<file path="src/rtl/refill_burst_controller.sv">
// Refill burst controller: one burst request per miss, forwards BURST_LEN words with offsets.
// Optional stall-timeout abort is compiled in when REFILL_TIMEOUT_EN is defined.
module refill_burst_controller #(
    parameter int ADDR_WIDTH     = 16,
    parameter int OFFSET_BITS    = 4,
    parameter int DATA_WIDTH     = 32,
    parameter int TIMEOUT_CYCLES = 255
) (
    input  logic                              clk,
    input  logic                              arst_n,
    input  logic                              i_req_valid,
    input  logic [ADDR_WIDTH-OFFSET_BITS-1:0] i_req_block_addr,
    input  logic [OFFSET_BITS-1:0]            i_req_offset,
    output logic                              o_req_ready,
    output logic [ADDR_WIDTH-1:0]             o_mem_req_addr,
    output logic                              o_mem_req_valid,
    input  logic                              i_mem_req_ready,
    input  logic [DATA_WIDTH-1:0]             i_mem_data,
    input  logic                              i_mem_data_valid,
    output logic                              o_mem_data_ready,
    output logic [DATA_WIDTH-1:0]             o_word_data,
    output logic [OFFSET_BITS-1:0]            o_word_offset,
    output logic                              o_word_valid,
    output logic                              o_word_is_missed,
    input  logic                              i_word_halt,
    output logic                              o_busy,
    output logic                              o_done,
    output logic                              o_error
);
    localparam int BLOCK_W = ADDR_WIDTH - OFFSET_BITS;
    localparam int CNT_W   = OFFSET_BITS + 1;
    localparam logic [CNT_W-1:0] BURST_LEN = CNT_W'(2 ** OFFSET_BITS);
    localparam logic [CNT_W-1:0] LAST_WORD = CNT_W'(2 ** OFFSET_BITS - 1);

`ifdef REFILL_TIMEOUT_EN
    typedef enum logic [2:0] {IDLE, REQ, RECV, DONE, ERROR} state_t;
`else
    typedef enum logic [1:0] {IDLE, REQ, RECV, DONE} state_t;
`endif

    state_t                 state;
    state_t                 state_next;
    logic [BLOCK_W-1:0]     block_addr;
    logic [OFFSET_BITS-1:0] req_offset;
    logic [CNT_W-1:0]       beat_cnt;
    logic [CNT_W-1:0]       word_cnt;
    logic [DATA_WIDTH-1:0]  word_data;
    logic [OFFSET_BITS-1:0] word_offset;
    logic                   word_valid;
    logic                   beat_accept;
    logic                   word_xfer;

`ifdef REFILL_TIMEOUT_EN
    localparam int STALL_W = $clog2(TIMEOUT_CYCLES + 1);
    logic [STALL_W-1:0] stall_cnt;
    logic               progress;
    logic               timeout;

    // Any handshake counts as progress; the abort fires on the cycle the count would reach the limit.
    assign progress = ((state == REQ) & i_mem_req_ready) | beat_accept | word_xfer;
    assign timeout  = ((state == REQ) | (state == RECV)) & ~progress &
                      (stall_cnt == STALL_W'(TIMEOUT_CYCLES - 1));

    always_ff @(posedge clk or negedge arst_n) begin
        if (!arst_n) begin
            stall_cnt <= '0;
        end else if (((state == REQ) | (state == RECV)) & ~progress) begin
            stall_cnt <= stall_cnt + STALL_W'(1);
        end else begin
            stall_cnt <= '0;
        end
    end
`endif

    always_ff @(posedge clk or negedge arst_n) begin
        if (!arst_n) begin
            state <= IDLE;
        end else begin
            state <= state_next;
        end
    end

    always_comb begin
        state_next       = state;
        o_req_ready      = 1'b0;
        o_mem_req_valid  = 1'b0;
        o_mem_data_ready = 1'b0;
        o_done           = 1'b0;
        o_error          = 1'b0;
        beat_accept      = 1'b0;
        word_xfer        = 1'b0;
        case (state)
            IDLE: begin
                o_req_ready = 1'b1;
                if (i_req_valid) state_next = REQ;
            end
            REQ: begin
                o_mem_req_valid = 1'b1;
                if (i_mem_req_ready) state_next = RECV;
`ifdef REFILL_TIMEOUT_EN
                else if (timeout) state_next = ERROR;
`endif
            end
            RECV: begin
                // The output register can take a new beat whenever it is empty or draining this cycle.
                o_mem_data_ready = (~word_valid | ~i_word_halt) & (beat_cnt < BURST_LEN);
                beat_accept      = o_mem_data_ready & i_mem_data_valid;
                word_xfer        = word_valid & ~i_word_halt;
                if (word_xfer && (word_cnt == LAST_WORD)) state_next = DONE;
`ifdef REFILL_TIMEOUT_EN
                else if (timeout) state_next = ERROR;
`endif
            end
            DONE: begin
                o_done     = 1'b1;
                state_next = IDLE;
            end
`ifdef REFILL_TIMEOUT_EN
            ERROR: begin
                o_error    = 1'b1;
                state_next = IDLE;
            end
`endif
            default: state_next = IDLE;
        endcase
    end

    always_ff @(posedge clk or negedge arst_n) begin
        if (!arst_n) begin
            block_addr  <= '0;
            req_offset  <= '0;
            beat_cnt    <= '0;
            word_cnt    <= '0;
            word_data   <= '0;
            word_offset <= '0;
            word_valid  <= 1'b0;
        end else begin
            if ((state == IDLE) && i_req_valid) begin
                block_addr <= i_req_block_addr;
                req_offset <= i_req_offset;
                beat_cnt   <= '0;
                word_cnt   <= '0;
            end
            if (beat_accept) begin
                word_data   <= i_mem_data;
                word_offset <= beat_cnt[OFFSET_BITS-1:0];
                word_valid  <= 1'b1;
                beat_cnt    <= beat_cnt + CNT_W'(1);
            end else if (word_xfer) begin
                word_valid <= 1'b0;
            end
            if (word_xfer) word_cnt <= word_cnt + CNT_W'(1);
`ifdef REFILL_TIMEOUT_EN
            if (timeout) word_valid <= 1'b0;
`endif
        end
    end

    assign o_mem_req_addr   = {block_addr, {OFFSET_BITS{1'b0}}};
    assign o_word_data      = word_data;
    assign o_word_offset    = word_offset;
    assign o_word_valid     = word_valid;
    assign o_word_is_missed = word_valid & (word_offset == req_offset);
    assign o_busy           = (state != IDLE);

endmodule

</file>
<file path="config.mk">
export PLATFORM = sky130hd
export DESIGN_NAME = refill_burst_controller
export DESIGN_NICKNAME = d
export VERILOG_FILES = /design/src/rtl/refill_burst_controller.sv
export SDC_FILE = /design/constraint.sdc
export NUM_CORES = 1
export LEC_CHECK = 0
export CORE_UTILIZATION = 56
export CTS_CLUSTER_SIZE = 24
export DETAILED_ROUTE_END_ITERATION = 6
export DONT_BUFFER_PORTS = 1
export PLACE_DENSITY = 0.78
export SETUP_SLACK_MARGIN = 0.3
export SLEW_MARGIN = 20
export SYNTH_ARGS = -nofsm -noshare
export SYNTH_HDL_FRONTEND = slang
export SYNTH_SLANG_ARGS = --single-unit
</file>
<file path="constraint.sdc">
create_clock -name clk -period 1.8 [get_ports clk]
set_clock_uncertainty 0.1 [all_clocks]
set_input_delay 0.18 -clock clk [delete_from_list [all_inputs] [get_ports clk]]
set_output_delay 0.18 -clock clk [all_outputs]
set_load 0.005 [all_outputs]
</file>
== Yosys cells after proc, flatten, opt, wreduce, memory -nomap -nowiden ==
Index checks and enable logic that the tools add are counted.

* Word-level logic and storage cells: 49
* Output and inout bits: 60
* Bits of input ports: 54
* Flip-flop bits (word level): 65

* $add $sub $neg: 2
* Multiplexer cells: 15
* Reduce and logical (&&, ||, !) cells: 8
* Order comparisons: 1
* Equal/unequal tests: 8
* Bitwise logic cells: 7

{| class="wikitable"
|+ Operators with widths
! kind !! number
|-
| 5-bit 2-to-1 mux || 3
|-
| 5-bit by 1-bit adder with 5-bit output (second input constant) || 2
|-
| 1-bit 2-to-1 mux || 8
|-
| 2-bit case mux with 4 select lines || 1
|-
| 2-bit nonzero test || 4
|-
| 2-bit 2-to-1 mux || 3
|-
| 2-bit inequality test (second input constant) || 3
|-
| 5-bit by 4-bit equality test with 1-bit output (second input constant) || 1
|-
| 5-bit less-than comparator (second input constant) || 1
|-
| 1-bit bitwise AND || 4
|-
| 2-bit equality test (second input constant) || 2
|-
| 4-bit equality test || 1
|-
| 3-bit AND reduction || 1
|-
| 2-bit by 1-bit equality test with 1-bit output (second input constant) || 1
|-
| 1-bit logical AND || 2
|-
| 2-bit logical NOT || 1
|-
| 1-bit NOT || 2
|-
| 1-bit OR || 1
|}

== Logic depth before layout (Yosys ltp) ==
Gate-level depths: netlist (run 1).

* Word-level depth: 6
* Gate-level depth with buffers: 7
* Gate-level depth less buffers: 6

== Worst setup path after synthesis (run 1) ==
Ideal clock, no wire load.

* Path kind: reg2reg
* Start point: register state[0]
* End point: register word_data[0] (netlist: o_word_data[0])
* Path buffers: 2
* Library setup time: 0.125 ns
* Setup slack: -0.021 ns
* Clock period less this slack: 1.821 ns
* Required time: 1.575 ns
* Stages on the path, launching flop included: 8
* Arrival time: 1.596 ns
* Path through: dfrtp_1 > inv_1 > ha_1 > and2b_4 > and3_4 > buf_6 > buf_6 > mux2_4

* Longest elaborated chain between the ends: 2

{| class="wikitable"
|+ RTL lines
! element !! RTL line !! source
|-
| from (decl) || 41 || <nowiki>state_t state;</nowiki>
|-
| from (signal assigned) || 79 || <nowiki>state <= state_next;</nowiki>
|-
| 2-bit equality test || 92 || <nowiki>case (state)</nowiki>
|-
| 1-bit 2-to-1 mux || 92 ||
|-
| to (signal assigned) || 145 || <nowiki>word_data <= i_mem_data;</nowiki>
|-
| to (decl) || 47 || <nowiki>logic [DATA_WIDTH-1:0] word_data;</nowiki>
|}

Every way passes these cells.
A chain may end at the register's enable or synchronous reset.

== Worst setup path after layout (run 1) ==
* Start point: register word_cnt[1]
* End point: register state[1]

* Longest elaborated chain between the ends: 4

{| class="wikitable"
|+ RTL lines
! element !! RTL line !! source
|-
| from (decl) || 46 || <nowiki>logic [CNT_W-1:0] word_cnt;</nowiki>
|-
| from (signal assigned) || 152 || <nowiki>if (word_xfer) word_cnt <= word_cnt + CNT_W'(1);</nowiki>
|-
| 5-bit by 4-bit equality test with 1-bit output || 109 || <nowiki>if (word_xfer && (word_cnt == LAST_WORD)) state_next = DONE;</nowiki>
|-
| 1-bit logical AND || 109 ||
|-
| 2-bit inequality test (no source line) || -- ||
|-
| 3-bit AND reduction (no source line) || -- ||
|}

Every way passes these cells.

==> out/metrics.yaml, run 1 <==
setup_viol: 2
synth.most_common_cell: "dfrtp_1"
reg2reg_depth: 7
cp-startpoint: "word_cnt[1]"
fmax_mhz: 535
wl_mm: 6.43
critPathKind: "reg2reg"
grt_max_degree: 66
yosys.area_share.simple_pct: 5.04
row_count: 26
num_antenna_cells: 0
via_per_inst: 5.36
hold_violations: 65
final_cell_area_um2: 3800
netlist_area_um2: 2950
synthTopCellsByArea: "dfrtp_1 55%, mux2_4 18%, mux2_2 7.2%, ha_1 3.4%, buf_12 2.0%"
violations: "negative hold slack, negative setup slack"
dp_hpwl_mm: 3.74
drv_slew: 0
synth_top_family_by_area: "multiplexers"
yosys.area_share.xor_xnor_pct: 1.78
r2r-start: "word_cnt[1]"
fin_crit_sh_pct: 104
ys_seq_area_share_pct: 55.1
postSynthCellCount: 195
rsz0062_at_grt: "yes"
clkLatencyLatePin_ns: 0.32
wl_per_cell_um: 19.3
cp_max_fo: 2
port_buffers: 0
dr_total_vias: 1791
synthMuxAreaShare_pct: 25.7
drc: 0
yosysWarnings: 0
cts_buffers: 9
grt.total_usage_pct: 23.1
status: "complete, but fails checks"
num-fill-cells: 312
start_util_pct: 57.8
worstSetupEndpoint: "state[1]"
netlist.area_leader.share_pct: 55.1
multi_input_comb_area_um2: 1250
grt-ovfl-total: 0
p_leak_nw: 1.76
cts_tree: "yes"
synth_compound_area_share_pct: 3.39
nets: 322
cap_violations: 0
synth-main-ff-cell: "dfrtp_1"
cp-end-kind: "register"
coreArea_um2: 5110
clkTransAtPathRegs_ns: 0.07
die_w_um: 74.6
gp_congestion: 0.702
area_growth_syn_to_layout_pct: 28.8
worstPathRequired_ns: 1.91
ys_ff_latch: 65
fin_cells: 334
post-route-util_pct: 74.5
drtAntennaViolNets: 0
synthAdderAreaFrac_pct: 3.39
vdd_drop_max_mv: 0.973
dpl_cell_area_um2: 3020
holdBufCountCts: 49
dieArea_um2: 5570
drt-initial-drc-count: 59
worst_slack_ns: -0.0678
grt_pass1_vias: 1854
power_mw: 6.14
htreeDepth: 3
syn_avg_cell_area_um2: 15.1
synthArstFlopShare_pct: 100
ios: 114
fin_hold_ws_ns: -0.553
dp.cells: 264
drive_above_1_share_pct: 36.0
ys_types: 35
dieHeight_um: 74.6
cts.sink_count: 65
synth_edf_count: 0
worstPathArrival_ns: 1.98
period_minus_slack_ns: 1.87
rrSetupSlack_ns: -0.07
dr.pass1.iters: 4
synth_top_area_cell: "dfrtp_1"
cts-root-buf: "clkbuf_8"
start_kind: "register"
cts_buffer_depth: 2
grt_first_pass_wirelength_mm: 9.19
reg2reg_to: "state[1]"
powerDensity_nw_per_um2: 1610
seqCellArea_um2: 1630
antenna_found_initial: 0
hp-class: "in2async"
synthTopCellsByCount: "65 x dfrtp_1, 35 x mux2_4, 19 x mux2_2"
cells by family (layout without fill, tap and decap cells):
kind of cell / Yosys count / in the layout
multiplexers: 56 / 56
AO/OA/AOI/OAI: 14 / 14
XOR/XNOR: 6 / 6
flip-flops: 65 / 65
buffers and inverters: 20 / 85
other: 1 / 5
AND/OR/NAND/NOR: 25 / 25
adder cells (fa/ha/maj): 8 / 8
metrics by stage:
step | setup WS, ns | TNS, ns
6_report | -0.0678 | -0.109
3_3_place_gp | 0.0104 | 0
2_1_floorplan | 0.0582 | 0
5_1_grt | -0.132 | -1.22
3_5_place_dp | -0.0964 | -0.0964
4_1_cts | -0.0381 | -0.0381
how the worst min path moves through the flow:
stage | startpoint | endpoint | slack [ns] | cells after the start
2_1_floorplan | arst_n | beat_cnt[0] | -0.22 | 0
3_3_place_gp | arst_n | o_word_data[14] | -0.21 | 0
3_5_place_dp | arst_n | o_word_data[15] | -0.21 | 0
4_1_cts | arst_n | o_word_data[30] | -0.57 | 0
5_1_grt | arst_n | o_word_data[11] | -0.58 | 0
6_report | arst_n | o_word_data[15] | -0.55 | 0
flip-flops by register name (all words and copies together) (netlist names):
name           count
o_word_offset      4
beat_cnt           5
block_addr        12
o_word_valid       1
o_word_data       32
req_offset         4
word_cnt           5
state              2
what timing repair did:
action | in CTS | in global routing
endpoints found under the hold margin | 114 | 65
gates resized for setup | 3 | 7
endpoints found under the setup margin | 70 | 70
setup buffers | 3 | 3
cloned | 0 | 0
pin swaps | 2 | 3
report_power, final:
part / total, mW / switching [mW] / internal, mW
Clock: 1.21 / 0.509 / 0.704
Combinational: 2.17 / 0.777 / 1.39
Sequential: 2.76 / 0.625 / 2.14
layout by cell type (no fill, tap or decap), types with 2 or more instances in the layout:
cell           instances
dfrtp_1               65
dlygate4sd3_1         49
mux2_4                37
mux2_2                17
buf_4                 12
clkbuf_8              11
inv_1                  6
nand3_1                6
xor2_1                 5
conb_1                 5
o21ai_0                4
ha_1                   4
nand2_1                3
a21o_1                 3
and3_4                 2
nand2_2                2
nand3b_1               2
mux2i_1                2
nor2b_1                2
ha_2                   2
ha_4                   2
clkinv_2               2
buf_12                 2
routing by layer:
metal | up-vias | share of wire [%] | global-route usage (%)
li1 | 801 | - | -
met1 | 900 | 38 | 26.2
met2 | 79 | 54 | 40.1
met3 | 11 | 6.6 | 6.16
met4 | 0 | 1.4 | 11.9
met5 | - | 0 | 0
area by class of cell:
class                      instances  share of cell area, %
inverter                           7                  0.691
clock inverter                     3                   1.05
sequential                        65                   42.7
multi-input combinational        114                   32.8
clock buffer                      12                   4.08
tap                               70                   2.30
timing repair buffer              63                   16.3
worst max-delay path, cell delays in order, from the launching register on:
cell,delay (ns)
dfrtp_1,0.36
ha_2,0.20
and3_4,0.20
ha_4,0.11
nand3b_1,0.08
a222oi_1,0.24
buf_4,0.18
mux2_4,0.29
No activity file was read; power rests on OpenSTA's default activity.
==> run 2: changes to the inputs <==
--- a/config.mk
+++ b/config.mk
@@ -5,11 +5,12 @@
 export SDC_FILE = /design/constraint.sdc
 export NUM_CORES = 1
 export LEC_CHECK = 0
-export CORE_UTILIZATION = 56
+export ABC_AREA = 1
+export CORE_UTILIZATION = 60
 export CTS_CLUSTER_SIZE = 24
 export DETAILED_ROUTE_END_ITERATION = 6
 export DONT_BUFFER_PORTS = 1
-export PLACE_DENSITY = 0.78
+export PLACE_DENSITY = 0.8
 export SETUP_SLACK_MARGIN = 0.3
 export SLEW_MARGIN = 20
 export SYNTH_ARGS = -nofsm -noshare
==> constraint.sdc (replaced) <==
create_clock -name clk -period 1.9 [get_ports clk]
set_clock_uncertainty 0.1 [all_clocks]
set_input_delay 0.19 -clock clk [delete_from_list [all_inputs] [get_ports clk]]
set_output_delay 0.19 -clock clk [all_outputs]
set_load 0.005 [all_outputs]
==> out/metrics.yaml, run 2 <==
cts_buffers: 9
fin_hold_ws_ns: -0.555
ys_seq_area_share_pct: 57.1
period_minus_slack_ns: 1.57
wl_per_cell_um: 15.6
largest_register_ff_count: 32
final_cell_area_um2: 3650
hold_violations: 65
powerDensity_nw_per_um2: 1410
antenna_found_initial: 0
dr.pass1.iters: 7
cp.buffers_inverters: 0
max_stage_delay_ns: 0.42
ios: 114
worst_slack_ns: 0.334
drive_above_1_share_pct: 15.8
dp_hpwl_mm: 3.62
critPathKind: "reg2reg"
synth.most_common_cell: "nand2_1"
dpl_worst_slack_ns: 0.171
cts.sink_count: 65
drtAntennaViolNets: 0
fin_cells: 419
grt-ovfl-total: 0
layout_commonest_cell: "nand2_1"
setup_viol: 0
synth_edf_count: 0
cap_violations: 0
ys_ff_latch: 65
grt_max_degree: 66
coreArea_um2: 4470
port_buffers: 0
htreeDepth: 3
syn_avg_cell_area_um2: 9.35
worstPathRequired_ns: 2.02
clkLatencyLatePin_ns: 0.33
worstPathCellList: "ha_2 > nand2_2 > nor2_2 > ha_2 > nand3_2 > nand2_2 > nand2_2 > nand2_2 > nand2_2"
drt-initial-drc-count: 164
num-fill-cells: 270
final_cell_mix: "135 x nand2_1, 64 x dfrtp_1, 48 x dlygate4sd3_1, 19 x inv_1, 15 x mux2_2"
cp-end-kind: "register"
cp_common_cell: "nand2_2"
synth_top_area_cell: "dfrtp_1"
synthTopCellsByCount: "140 x nand2_1, 65 x dfrtp_1, 20 x inv_1"
dpl_cell_area_um2: 2870
post-route-util_pct: 81.6
holdBufCountCts: 48
ys_types: 22
synthArstFlopShare_pct: 100
netlist_area_um2: 2850
vdd_drop_max_mv: 0.872
cts_tree: "yes"
drc: 16
power_mw: 5.15
fin_crit_sh_pct: 82.4
dp.cells: 351
violations: "design-rule violations, negative hold slack"
slowest_stage: "dfrtp_1"
gp_congestion: 0.795
synthTopCellsByArea: "dfrtp_1 57%, nand2_1 18%, mux2_2 5.9%, ha_1 3.5%, inv_1 2.6%"
grt_first_pass_wirelength_mm: 9.85
dr_total_vias: 2230
area_growth_syn_to_layout_pct: 28.1
p_leak_nw: 1.89
rsz0062_at_grt: "yes"
cts-root-buf: "clkbuf_8"
cp_max_fo: 5
hp-class: "in2async"
netlist.area_leader.share_pct: 57.1
dieHeight_um: 70.9
grt.total_usage_pct: 26.4
dieArea_um2: 5030
yosysWarnings: 0
nets: 424
wl_mm: 6.56
synth-main-ff-cell: "dfrtp_1"
num_antenna_cells: 0
row_count: 24
clkTransAtPathRegs_ns: 0.07
postSynthCellCount: 305
drv_slew: 0
status: "complete, but fails checks"
via_per_inst: 5.32
setup_tns_ns: 0
fmax_mhz: 639
grt_pass1_vias: 2239
critPathTopFamily: "simple AND/OR/NAND/NOR gates"
cts_buffer_depth: 2
worstPathArrival_ns: 1.68
start_kind: "register"
die_w_um: 70.9
start_util_pct: 63.7
==> run 2: cell types whose count changed after synthesis, moves of 3 or more <==
| cell | change |
|---|---|
| inv_1 | +13 |
| nand3_1 | +8 |
| mux2_2 | -4 |
| mux2_4 | -35 |
| nand2_1 | +136 |
| a21o_1 | -3 |
| buf_12 | -3 |
| xor2_1 | -4 |
| buf_2 | +3 |
| nor2_1 | +8 |
| buf_6 | +4 |
==> run 2: cell families after synthesis <==
logic type,after synthesis,share of synthesized area [%]
AND/OR/NAND/NOR,171,24.4
flip-flops,65,57.1
buffers and inverters,35,7.02
multiplexers,15,5.93
AO/OA/AOI/OAI,9,1.67
adder cells (fa/ha/maj),8,3.51
other,1,0.132
XOR/XNOR,1,0.307
==> run 2: worst paths after layout <==
check | startpoint | end | slack [ns] | cells after the start
min in group clk | i_req_valid | block_addr[3] | 0.09 | 2
worst max register to register | word_cnt[0] | state[0] | 0.33 | 9
max in group asynchronous | arst_n | state[0] | 2.13 | 0
worst min-delay path | arst_n | block_addr[1] | -0.55 | 0
worst max-delay path | word_cnt[0] | state[0] | 0.33 | 9
worst min register to register | o_word_data[1] | o_word_data[1] | 0.42 | 2
==> run 2: final cells by class <==
cell class | count | area, um2 | share of cell area (%)
Sequential cell | 65 | 1630 | 44.6
Multi-Input combinational cell | 209 | 1100 | 30.2
Timing Repair Buffer | 57 | 586 | 16.0
Tap cell | 52 | 65.1 | 1.78
Inverter | 20 | 77.6 | 2.12
Clock buffer | 14 | 183 | 5.00
Clock inverter | 2 | 10.0 | 0.274
==> run 2: routing by layer <==
metal	vias to the layer above	global-route usage, %	part of all wire (%)
met3	13	8.12	6.1
met2	92	48.3	55
li1	1047	-	-
met4	0	12.4	1.8
met1	1078	27.5	38
met5	-	0	0
==> run 2: power breakdown <==
group | leakage, nW | total, mW | internal [mW] | switching (mW)
Combinational | 0.967 | 1.57 | 0.754 | 0.818
Sequential | 0.817 | 2.47 | 1.96 | 0.509
Clock | 0.102 | 1.11 | 0.613 | 0.493
==> run 2: repair_timing <==
action / CTS / global route
setup buffers: 0 / 4
pin swaps: 0 / 6
gates resized for setup: 5 / 13
setup endpoints to repair: 26 / 27
hold endpoints to repair: 113 / 65
==> run 3: changes to the inputs <==
--- a/config.mk
+++ b/config.mk
@@ -6,11 +6,11 @@
 export NUM_CORES = 1
 export LEC_CHECK = 0
 export ABC_AREA = 1
-export CORE_UTILIZATION = 60
+export CORE_UTILIZATION = 56
 export CTS_CLUSTER_SIZE = 24
 export DETAILED_ROUTE_END_ITERATION = 6
 export DONT_BUFFER_PORTS = 1
-export PLACE_DENSITY = 0.8
+export PLACE_DENSITY = 0.78
 export SETUP_SLACK_MARGIN = 0.3
 export SLEW_MARGIN = 20
 export SYNTH_ARGS = -nofsm -noshare
==> constraint.sdc (replaced) <==
create_clock -name clk -period 1.3 [get_ports clk]
set_clock_uncertainty 0.1 [all_clocks]
set_input_delay 0.13 -clock clk [delete_from_list [all_inputs] [get_ports clk]]
set_output_delay 0.13 -clock clk [all_outputs]
set_load 0.005 [all_outputs]
==> out/metrics.yaml, run 3 (same netlist as run 2, synthesis figures left out) <==
status: "complete, but fails checks"
violations: "negative hold slack, negative setup slack"
slowest_stage: "dfrtp_1"
wl_per_cell_um: 16.8
grt_pass1_vias: 2398
start_kind: "register"
num-fill-cells: 244
cts-root-buf: "clkbuf_8"
via_per_inst: 5.23
coreArea_um2: 4820
layout_commonest_cell: "nand2_1"
cp-end-kind: "register"
cts_buffer_depth: 2
fin_crit_sh_pct: 119
critPathTopFamily: "buffers and inverters"
cp_max_fo: 23
vdd_drop_max_mv: 1.20
rsz0062_at_grt: "yes"
largest_register_ff_count: 32
worstPathRequired_ns: 1.46
cap_violations: 0
nets: 449
wl_mm: 7.67
drtAntennaViolNets: 0
fin_hold_ws_ns: -0.609
worst_slack_ns: -0.253
setup_tns_ns: -13.48
start_util_pct: 59.2
max_stage_delay_ns: 0.38
critPathKind: "reg2reg"
hp-class: "in2async"
dr.pass1.iters: 4
htreeDepth: 3
hold_violations: 82
worstPathCellList: "inv_2 > ha_4 > nand3_4 > buf_12 > nor2_4 > buf_12 > nand2_1 > nand2_1"
p_leak_nw: 2.05
holdBufCountCts: 48
ios: 114
row_count: 25
cp-startpoint: "state[0]"
drive_above_1_share_pct: 28.2
cts_buffers: 9
setup_viol: 71
dr_total_vias: 2391
gp_congestion: 0.856
drt-initial-drc-count: 213
cp.buffers_inverters: 3
fmax_mhz: 644
grt.total_usage_pct: 27.7
dieHeight_um: 73.3
die_w_um: 73.3
worstPathArrival_ns: 1.72
dpl_cell_area_um2: 3030
clkTransAtPathRegs_ns: 0.07
dp_hpwl_mm: 3.71
clkLatencyLatePin_ns: 0.33
antenna_found_initial: 0
r2r-start: "state[0]"
drc: 0
grt_max_degree: 66
drv_slew: 0
port_buffers: 0
cts_tree: "yes"
dieArea_um2: 5380
area_growth_syn_to_layout_pct: 43.9
grt_first_pass_wirelength_mm: 10.9
powerDensity_nw_per_um2: 2150
period_minus_slack_ns: 1.55
num_antenna_cells: 0
grt-ovfl-total: 0
final_cell_area_um2: 4100
dpl_worst_slack_ns: -0.193
final_cell_mix: "127 x nand2_1, 62 x dfrtp_1, 48 x dlygate4sd3_1, 14 x buf_6, 13 x nand2_2"
cts.sink_count: 65
==> run 3: area by class of cell <==
class | count | area (um2) | share of cell area [%]
clock buffer | 12 | 165 | 4.03
sequential | 65 | 1630 | 39.7
timing repair buffer | 79 | 841 | 20.5
multi-input combinational | 212 | 1270 | 30.9
tap | 67 | 83.8 | 2.04
clock inverter | 2 | 37.5 | 0.915
inverter | 20 | 77.6 | 1.89
==> run 3: power by group <==
part | internal [mW] | switching, mW
sequential | 2.87 | 0.730
combinational | 1.83 | 1.68
clock | 1.02 | 0.716
==> run 3: repair_timing <==
item                                    in CTS  in global routing
buffers inserted                             7                  5
hold endpoints to repair                   116                 84
resized for setup                           34                 35
endpoints found under the setup margin      74                 75
cloned                                       0                  3
pin swaps                                   12                  9
==> run 3: worst paths after layout <==
check                                 endpoint  slack [ns]  cells after the start
worst max-delay path            o_word_data[7]       -0.25                      8
worst min-delay path               beat_cnt[3]       -0.61                      0
worst max register to register  o_word_data[7]       -0.25                      8
worst min register to register  o_word_data[2]        0.41                      2
max in group asynchronous        block_addr[0]        1.60                      0
min in group clk                 block_addr[7]       -0.06                      2
==> run 3: stage by stage <==
step / hold slack (ns) / total power [mW] / utilization, % / std cells
6_report: -0.609 / 8.84 / 85.1 / 457
5_1_grt: -0.629 / 9.32 / 85.1 / 457
4_1_cts: -0.620 / 8.16 / 81.3 / 449
3_5_place_dp: -0.264 / 5.79 / 62.8 / 380
3_3_place_gp: -0.264 / 5.66 / 62.8 / 380
2_1_floorplan: -0.266 / 5.11 / - / 309
==> run 3: layer usage <==
metal,vias up,wire [um],track usage [%]
li1,1106,-,-
met3,25,402,7.82
met5,-,0,0
met1,1151,2830,29.0
met2,109,4200,51.2
met4,0,242,12.8
